**src/rtl/spart_ctrl.sv**
```systemverilog
// SPART bus-side controller: register decode, baud-rate strobe generator
// with receive-frame alignment, RX byte FIFO with sticky overflow, and
// a one-shot transmit load.
module spart_ctrl #(
  parameter logic [15:0] DIV_RESET  = 16'd325,
  parameter int          FIFO_DEPTH = 4
) (
  input  logic       clk,
  input  logic       rst,
  input  logic       iocs,
  input  logic       iorw,
  input  logic [1:0] ioaddr,
  input  logic [7:0] db_in,
  output logic [7:0] db_out,
  input  logic [7:0] rx_data,
  input  logic       rx_rda,
  input  logic       rx_en,
  output logic       baud_clk,
  output logic [7:0] tx_data,
  output logic       tx_load,
  input  logic       tx_tbr
);

  localparam int AW = $clog2(FIFO_DEPTH);
  localparam int CW = AW + 1;
  localparam logic [CW-1:0] FULL_CNT = CW'(FIFO_DEPTH);

  typedef enum logic [1:0] {IDLE, ALIGN, RUN} state_t;

  state_t        state_reg, state_next;
  logic [15:0]   div_reg, div_next;
  logic [15:0]   cnt_reg, cnt_next;
  logic          rx_en_prev_reg, rda_prev_reg;
  logic [7:0]    fifo_mem [FIFO_DEPTH];
  logic [AW-1:0] wr_ptr_reg, rd_ptr_reg;
  logic [CW-1:0] count_reg;
  logic          ovf_reg;
  logic [7:0]    tx_data_reg;
  logic          tx_load_reg;

  // Bus decode; every access completes on the edge where iocs is high.
  logic sel_data_rd, sel_stat_rd, sel_data_wr, sel_dbl_wr, sel_dbh_wr;
  assign sel_data_rd = iocs &  iorw & (ioaddr == 2'b00);
  assign sel_stat_rd = iocs &  iorw & (ioaddr == 2'b01);
  assign sel_data_wr = iocs & ~iorw & (ioaddr == 2'b00);
  assign sel_dbl_wr  = iocs & ~iorw & (ioaddr == 2'b10);
  assign sel_dbh_wr  = iocs & ~iorw & (ioaddr == 2'b11);

  logic fifo_empty, fifo_full, push_req, pop_en, push_en;
  logic en_rise, cnt_zero;
  assign fifo_empty = (count_reg == '0);
  assign fifo_full  = (count_reg == FULL_CNT);
  // One push per frame: only the rising edge of rda counts.
  assign push_req   = rx_rda & ~rda_prev_reg;
  assign pop_en     = sel_data_rd & ~fifo_empty;
  // A pop on the same edge frees the slot, so a full FIFO still accepts.
  assign push_en    = push_req & (~fifo_full | pop_en);
  assign en_rise    = rx_en & ~rx_en_prev_reg;
  assign cnt_zero   = (cnt_reg == 16'd0);

  assign baud_clk = (state_reg != IDLE) & cnt_zero;
  assign tx_data  = tx_data_reg;
  assign tx_load  = tx_load_reg;

  // Divisor value after this edge's DB_LOW/DB_HIGH writes.
  always_comb begin
    div_next = div_reg;
    if (sel_dbl_wr) div_next[7:0]  = db_in;
    if (sel_dbh_wr) div_next[15:8] = db_in;
  end

  // Next state and baud counter: half-divisor preload on frame start for
  // mid-bit sampling, full reload on each strobe or divisor write.
  always_comb begin
    state_next = state_reg;
    cnt_next   = cnt_reg;
    case (state_reg)
      IDLE: begin
        cnt_next = div_next;
        if (en_rise) begin
          state_next = ALIGN;
          cnt_next   = div_next >> 1;
        end
      end
      ALIGN, RUN: begin
        if (sel_dbl_wr || sel_dbh_wr) cnt_next = div_next;
        else if (cnt_zero)            cnt_next = div_reg;
        else                          cnt_next = cnt_reg - 16'd1;
        if (state_reg == ALIGN) begin
          if (cnt_zero) state_next = RUN;
        end else if (!rx_en && !cnt_zero) begin
          state_next = IDLE;
          cnt_next   = div_next;
        end
      end
      default: begin
        state_next = IDLE;
        cnt_next   = div_next;
      end
    endcase
  end

  // State, divisor, counter and edge-detect registers.
  always_ff @(posedge clk or negedge rst) begin
    if (!rst) begin
      state_reg      <= IDLE;
      div_reg        <= DIV_RESET;
      cnt_reg        <= DIV_RESET;
      rx_en_prev_reg <= 1'b0;
      rda_prev_reg   <= 1'b0;
    end else begin
      state_reg      <= state_next;
      div_reg        <= div_next;
      cnt_reg        <= cnt_next;
      rx_en_prev_reg <= rx_en;
      rda_prev_reg   <= rx_rda;
    end
  end

  // FIFO storage; contents are meaningless while count is zero.
  always_ff @(posedge clk) begin
    if (push_en) fifo_mem[wr_ptr_reg] <= rx_data;
  end

  // FIFO pointers, fill count and sticky overflow (set beats clear).
  always_ff @(posedge clk or negedge rst) begin
    if (!rst) begin
      wr_ptr_reg <= '0;
      rd_ptr_reg <= '0;
      count_reg  <= '0;
      ovf_reg    <= 1'b0;
    end else begin
      if (push_en) wr_ptr_reg <= wr_ptr_reg + 1'b1;
      if (pop_en)  rd_ptr_reg <= rd_ptr_reg + 1'b1;
      case ({push_en, pop_en})
        2'b10:   count_reg <= count_reg + 1'b1;
        2'b01:   count_reg <= count_reg - 1'b1;
        default: count_reg <= count_reg;
      endcase
      if (push_req && fifo_full && !pop_en) ovf_reg <= 1'b1;
      else if (sel_stat_rd)                 ovf_reg <= 1'b0;
    end
  end

  // Transmit: accept a DATA write only when the transmitter is ready.
  always_ff @(posedge clk or negedge rst) begin
    if (!rst) begin
      tx_data_reg <= 8'h00;
      tx_load_reg <= 1'b0;
    end else begin
      tx_load_reg <= sel_data_wr & tx_tbr;
      if (sel_data_wr && tx_tbr) tx_data_reg <= db_in;
    end
  end

  // Read mux: FIFO head, status, or zero.
  always_comb begin
    db_out = 8'h00;
    if (sel_data_rd && !fifo_empty) db_out = fifo_mem[rd_ptr_reg];
    else if (sel_stat_rd)           db_out = {5'b0, ovf_reg, tx_tbr, ~fifo_empty};
  end

endmodule

```
**config.mk**
```make
export PLATFORM = sky130hd
export DESIGN_NAME = spart_ctrl
export DESIGN_NICKNAME = d
export VERILOG_FILES = /design/src/rtl/spart_ctrl.sv
export SDC_FILE = /design/constraint.sdc
export NUM_CORES = 1
export LEC_CHECK = 0
export CORE_UTILIZATION = 50
export CTS_CLUSTER_SIZE = 24
export DETAILED_ROUTE_END_ITERATION = 8
export GPL_ROUTABILITY_DRIVEN = 0
export GPL_TIMING_DRIVEN = 0
export PLACE_DENSITY = 0.75
export SLEW_MARGIN = 0
export SYNTH_ARGS = -nofsm -noshare
export SYNTH_HDL_FRONTEND = slang
export SYNTH_SLANG_ARGS = --single-unit
export TNS_END_PERCENT = 20
```
**constraint.sdc**
```tcl
create_clock -name clk -period 7.28 [get_ports clk]
set_input_delay 2.184 -clock clk [delete_from_list [all_inputs] [get_ports clk]]
set_output_delay 2.184 -clock clk [all_outputs]
set_load 0.005 [all_outputs]
```
==> run metrics, run 1 <==
status completed; Fin Setup TNS 0 ns; via/cell ratio 5.85; area share of the largest cell type after synthesis 0.274; Area growth syn-to-layout 18.5%; Core Box Area 7850 um^2; Synth async-reset ratio 0.624; drt drc 0; Placement Rows 32; minimum clock period after layout just under 7 ns; Tcrit/Tclk final 0.940; CP Class in -> out; Synth Instances 324; Fin. Hold Viols 0; #FFs+latches synth between 80 and 90; vias in the first global route between 2000 and 3000; Starting Density 0.525; Die H about 93 um; initial antenna violation count 0; sequential power share 0.434; Distinct cells, synth 52; CTS tree built; Hold Buf Count CTS 0; Worst path most repeated cell clkdlybuf4s50_1; RSZ-0062 raised after global routing no; gr ovfl total 0; EDFF count, synth 32; post-CTS sizing 0; max incr delay on CP 0.94 ns; clk_skew between 0.01 and 0.015 ns; Post-Synthesis Mean Instance Area ~13 um^2; ranking of synthesized cells by area dfrtp_1 27%, edfxtp_1 23%, mux2_2 6.6%; Top delay family on crit path simple AND/OR/NAND/NOR gates; Worst setup SP type primary input; Final Net Count 413; setup slack after layout 0.440 ns; Worst-Margin Slew between 1 and 1.5 ns; power density cells around 340 nW/um^2; achievable clock frequency between 100 and 150 MHz; root buffer cell clkbuf_8; Routed WL 8.70 mm; static leakage power approximately 0.0019 uW; crit path buf inv count 2; layout cell share with drive strength beyond 1 0.170; Worst-path clk slew roughly 0.09 ns; register area share after synthesis 0.558; Primary FF master, synth dfrtp_1; CTS Sinks 85; DR vias between 2000 and 3000; Int Power roughly 1100 uW; largest net degree at the start of global routing 39; die width 92.7 um; Clock Power Share 0.202; Synth Net Count 359; max_cap viols 0; Hold Path Class reg -> reg; # IOs 43; Port Buffers between 40 and 50; CP Capture Type output port; Yosys warnings 0; final setup vio count 0; Synth area leader dfrtp_1; wire per inst roughly 18 um; H-tree lvl count 3; global-route wire length before repair ~15 mm; Mapped Area 4120 um^2; maximum VDD drop approximately 190 uV; max FFs per register 32; DP HPWL around 6.3 mm; Worst Path Arrival between 4 and 5 ns; Initial DRC Count approximately 180; combinational fraction of design power 0.363; worst-path fanout max 9; Ant. Diodes 0; pre-CTS WS ~0.44 ns; Net Sw Frac 0.352; max_slew headroom 0.236; NetSw 584 uW; first drt pass iteration count 4; die area 8600 um^2; Longest Clk Path Bufs 2; Slew Viols, Final 0; DRT antenna net count 0; Worst-Skew Late Latency approximately 0.35 ns; Tot GR Track Use 0.224; CP cell instances clkdlybuf4s50_1 -> nand3b_1 -> nor3_1 -> a22o_1 -> clkdlybuf4s50_1; TritonCTS buffer count 9; postcts setup bufs 0; Slowest cell on crit path nor3_1; Critical Path RT approximately 5.1 ns
cells in the mapped netlist, types with 2 or more instances:
cell      number
nor3b_1        3
or4_1          6
o21ai_0        9
nand4b_1       3
edfxtp_1      32
o21a_1         2
mux4_2         8
o221ai_1       7
mux2_2        24
ha_1           9
nor2_1        14
a21oi_1       12
nand3_1        2
dfstp_2        8
xnor2_1       13
or3_1          7
o211a_1        2
a22oi_1        7
nand2_1       16
dfrtp_1       45
a21o_1         3
o211ai_1       4
nor3_1        12
clkbuf_1       6
xor2_1         3
a22o_1         4
mux2i_1        3
nand2b_1       3
and2_1         9
nor4_1         3
inv_1         20
a221o_1        5
power by group through the flow:
stage | clock [uW] | sequential, uW | combinational [uW]
finish | 336 | 721 | 603
global route | 359 | 738 | 672
CTS | 340 | 719 | 603
detailed placement | 0 | 730 | 599
global placement | 0 | 723 | 584
floorplan | 0 | 705 | 439
worst reg2reg max path, delay by kind of cell (launching register included):
family	cells	cell delay (ns)
AO/OA/AOI/OAI	2	0.39
AND/OR/NAND/NOR	3	1.53
flip-flops	1	0.42
buffers and inverters	2	0.42
adder cells (fa/ha/maj)	1	0.16
stage by stage:
| stage | power (uW) | cell area, um^2 | hold slack, ns | util | cells |
|---|---|---|---|---|---|
| 4_1_cts | 1660 | 4880 | 0.516 | 0.621 | 485 |
| 3_5_place_dp | 1330 | 4680 | 0.495 | 0.596 | 469 |
| 3_3_place_gp | 1310 | 4660 | 0.490 | 0.594 | 468 |
| 2_1_floorplan | 1140 | 4120 | 0.475 | - | 324 |
| 5_1_grt | 1770 | 4880 | 0.539 | 0.621 | 485 |
| 6_report | 1660 | 4880 | 0.511 | 0.621 | 485 |
path summary, 6_finish.rpt:
check                           startpoint          to  slack (ns)  depth (start not counted)
worst max-delay path             ioaddr[1]   db_out[2]        0.44                          5
worst min-delay path            tx_data[4]  tx_data[4]        0.51                          1
worst max register to register  cnt_reg[1]  cnt_reg[1]        4.26                          8
worst min register to register  tx_data[4]  tx_data[4]        0.51                          1
max in group asynchronous              rst  div_reg[8]        4.96                          2
min in group asynchronous              rst  cnt_reg[3]        1.73                          1
cell type report:
type | instances | area, um^2
multi-input combinational | 211 | 1710
buffer | 8 | 31.3
timing repair buffer | 43 | 435
clock buffer | 9 | 124
tap | 102 | 128
inverter | 20 | 75.1
sequential | 85 | 2300
fill | 628 | 2970
clock inverter | 7 | 73.8
metal layers:
layer	wire, um	track usage	up-vias
met1	4030	0.319	1414
met4	152	0.0897	0
li1	-	-	1326
met5	0	0	-
met2	4040	0.329	80
met3	486	0.0567	17
kinds of logic (layout without fill, tap and decap cells):
kind of cell | count (synthesis) | in the layout | synth area share
buf+inv | 28 | 87 | 0.0258
flops | 85 | 85 | 0.558
mux | 35 | 35 | 0.117
xor+xnor | 16 | 16 | 0.0340
simple gates | 88 | 88 | 0.124
fa+ha+maj | 10 | 10 | 0.0322
compound gates | 62 | 62 | 0.109
cell usage in the layout, fill, tap and decap left out, types with 9 or more instances in the layout:
master,netlist,routed
dfrtp_1,45,45
clkdlybuf4s50_1,0,41
edfxtp_1,32,32
mux2_2,24,24
inv_1,20,20
nand2_1,16,16
nor2_1,14,14
xnor2_1,13,13
nor3_1,12,12
a21oi_1,12,12
o21ai_0,9,9
and2_1,9,9
ha_1,9,9
clkbuf_8,0,9
(Power assumes the default switching activity.)
==> run 2, diff against run 1 <==
--- a/config.mk
+++ b/config.mk
@@ -6,10 +6,8 @@
 export NUM_CORES = 1
 export LEC_CHECK = 0
 export CORE_UTILIZATION = 50
-export CTS_CLUSTER_SIZE = 24
 export DETAILED_ROUTE_END_ITERATION = 8
 export GPL_ROUTABILITY_DRIVEN = 0
-export GPL_TIMING_DRIVEN = 0
 export PLACE_DENSITY = 0.75
 export SLEW_MARGIN = 0
 export SYNTH_ARGS = -nofsm -noshare
==> run metrics, run 2 (synthesized netlist as in run 1, its figures left out) <==
first drt pass iteration count 5; Worst Path Arrival about 4.0 ns; NetSw 606 uW; max FFs per register 32; Area growth syn-to-layout 17.9%; CTS Sinks 85; achievable clock frequency between 150 and 200 MHz; Fin. Hold Viols 0; gr ovfl total 0; power density cells 340 nW/um^2; CP Capture Type output port; Worst R2R Setup Slack about 4.3 ns; Critical Path RT around 5.1 ns; H-tree lvl count 3; Slowest cell on crit path clkdlybuf4s50_1; postcts setup bufs 0; fillers ~620; cell depth of the worst min-delay path 2; max_cap viols 0; maximum VDD drop roughly 140 uV; Int Power approximately 1000 uW; layout cell share with drive strength beyond 1 0.182; die area 8600 um^2; static leakage power ~0.0019 uW; wire per inst roughly 18 um; largest net degree at the start of global routing 54; # IOs 43; root buffer cell clkbuf_8; minimum clock period after layout between 6 and 7 ns; commonest non-fill, non-tap cell in the layout dfrtp_1; max incr delay on CP ~0.53 ns; Final Net Count slightly above 400; Core Box Area 7850 um^2; final setup vio count 0; via/cell ratio roughly 6; Top delay family on crit path buffers and inverters; CTS tree built; CP cell instances clkdlybuf4s50_1 -> nand3b_1 -> nor3_1 -> buf_4 -> a22o_1 -> clkdlybuf4s50_1; Worst-path clk slew about 0.09 ns; Net Sw Frac 0.367; vias in the first global route roughly 2800; sequential power share 0.451; status completed; crit path buf inv count 3; CP Class in -> out; Worst path most repeated cell clkdlybuf4s50_1; r2r endpoint cnt_reg[11]; Starting Density 0.525; FF-to-FF path depth 7; worst-path fanout max 9; global-route wire length before repair approximately 15 mm; Routed WL 8.80 mm; Initial DRC Count 200; Hold Path Class reg -> reg; max_slew headroom 0.444; RR Startpoint cnt_reg[1]; initial antenna violation count 0; Ant. Diodes 0; Placement Rows 32; hold_sp div_reg[7]; Die H 92.7 um; DR vias 2890; drt drc 0; Hold Path End cnt_reg[7]; area of the multi-input gates 1710 um^2; combinational fraction of design power 0.352; Longest Clk Path Bufs 2; DRT antenna net count 0; clk_skew roughly 0.0094 ns; Hold Buf Count CTS 0; Min Hold Slack approximately 0.51 ns; TritonCTS buffer count 9; Worst-Skew Late Latency 0.36 ns; die width between 90 and 100 um; Tcrit/Tclk final 0.849; Port Buffers 42; DP HPWL about 6.2 mm; post-CTS sizing 0; RSZ-0062 raised after global routing no; commonest cells after routing, fill and taps aside 45 x dfrtp_1, 41 x clkdlybuf4s50_1, 32 x edfxtp_1, 24 x mux2_2, 20 x inv_1; Slew Viols, Final 0; Tot GR Track Use 0.224; register area 2300 um^2; Worst-Margin Slew just over 0.8 ns; Clock Power Share 0.197; Fin Setup TNS 0 ns; Worst setup SP type primary input
==> run 2: cell types whose count changed in the layout (fill, tap and decap cells not counted), moves of 2 or more <==
cell and delta:
buf_4 +5, clkbuf_1 -6, clkinvlp_4 -2, inv_8 +2
==> run 2: routing by layer <==
layer | vias to the layer above | part of all wire | GRT usage | routed length (um)
li1 | 1329 | - | - | -
met1 | 1450 | 0.48 | 0.345 | 4250
met2 | 100 | 0.45 | 0.319 | 3960
met3 | 11 | 0.054 | 0.0369 | 477
met4 | 0 | 0.013 | 0.0821 | 112
met5 | - | 0 | 0 | 0
==> run 2: final cells by class <==
type,count,area share
clock buffers,9,0.0255
clock inverters,7,0.0134
inverters,20,0.0155
multi-input cells,211,0.353
flip-flops and latches,85,0.473
well taps,102,0.0263
repair buffers,47,0.0933
==> run 2: tightest hold or removal path, stage by stage, from the launching register on <==
cell and delay (ns):
dfrtp_1 0.35, a22oi_1 0.06, o221ai_1 0.07
==> run 2: power by group through the flow <==
stage / Clock, uW / Combinational, uW / Sequential (uW)
2_1_floorplan: 0 / 439 / 705
3_3_place_gp: 0 / 556 / 749
3_5_place_dp: 0 / 568 / 753
4_1_cts: 330 / 576 / 744
5_1_grt: 348 / 637 / 767
6_report: 325 / 580 / 744
==> run 2: stage by stage <==
step	total power, uW	setup WS (ns)	instances	utilization	cell area [um^2]
after floorplan	1140	2.01	324	-	4120
after global placement	1310	1.17	465	0.595	4670
after detailed placement	1320	1.09	465	0.595	4670
after CTS	1650	1.09	481	0.619	4850
after global routing	1750	1.01	481	0.619	4850
final	1650	1.10	481	0.619	4850
==> run 2: how the worst max path moves through the flow <==
stage | start | to | cells past startpoint
after floorplan | ioaddr[1] | db_out[2] | 3
after global placement | ioaddr[1] | db_out[1] | 6
after detailed placement | ioaddr[1] | db_out[1] | 6
after CTS | ioaddr[1] | db_out[1] | 6
after global routing | iorw | db_out[1] | 6
final | ioaddr[1] | db_out[1] | 6
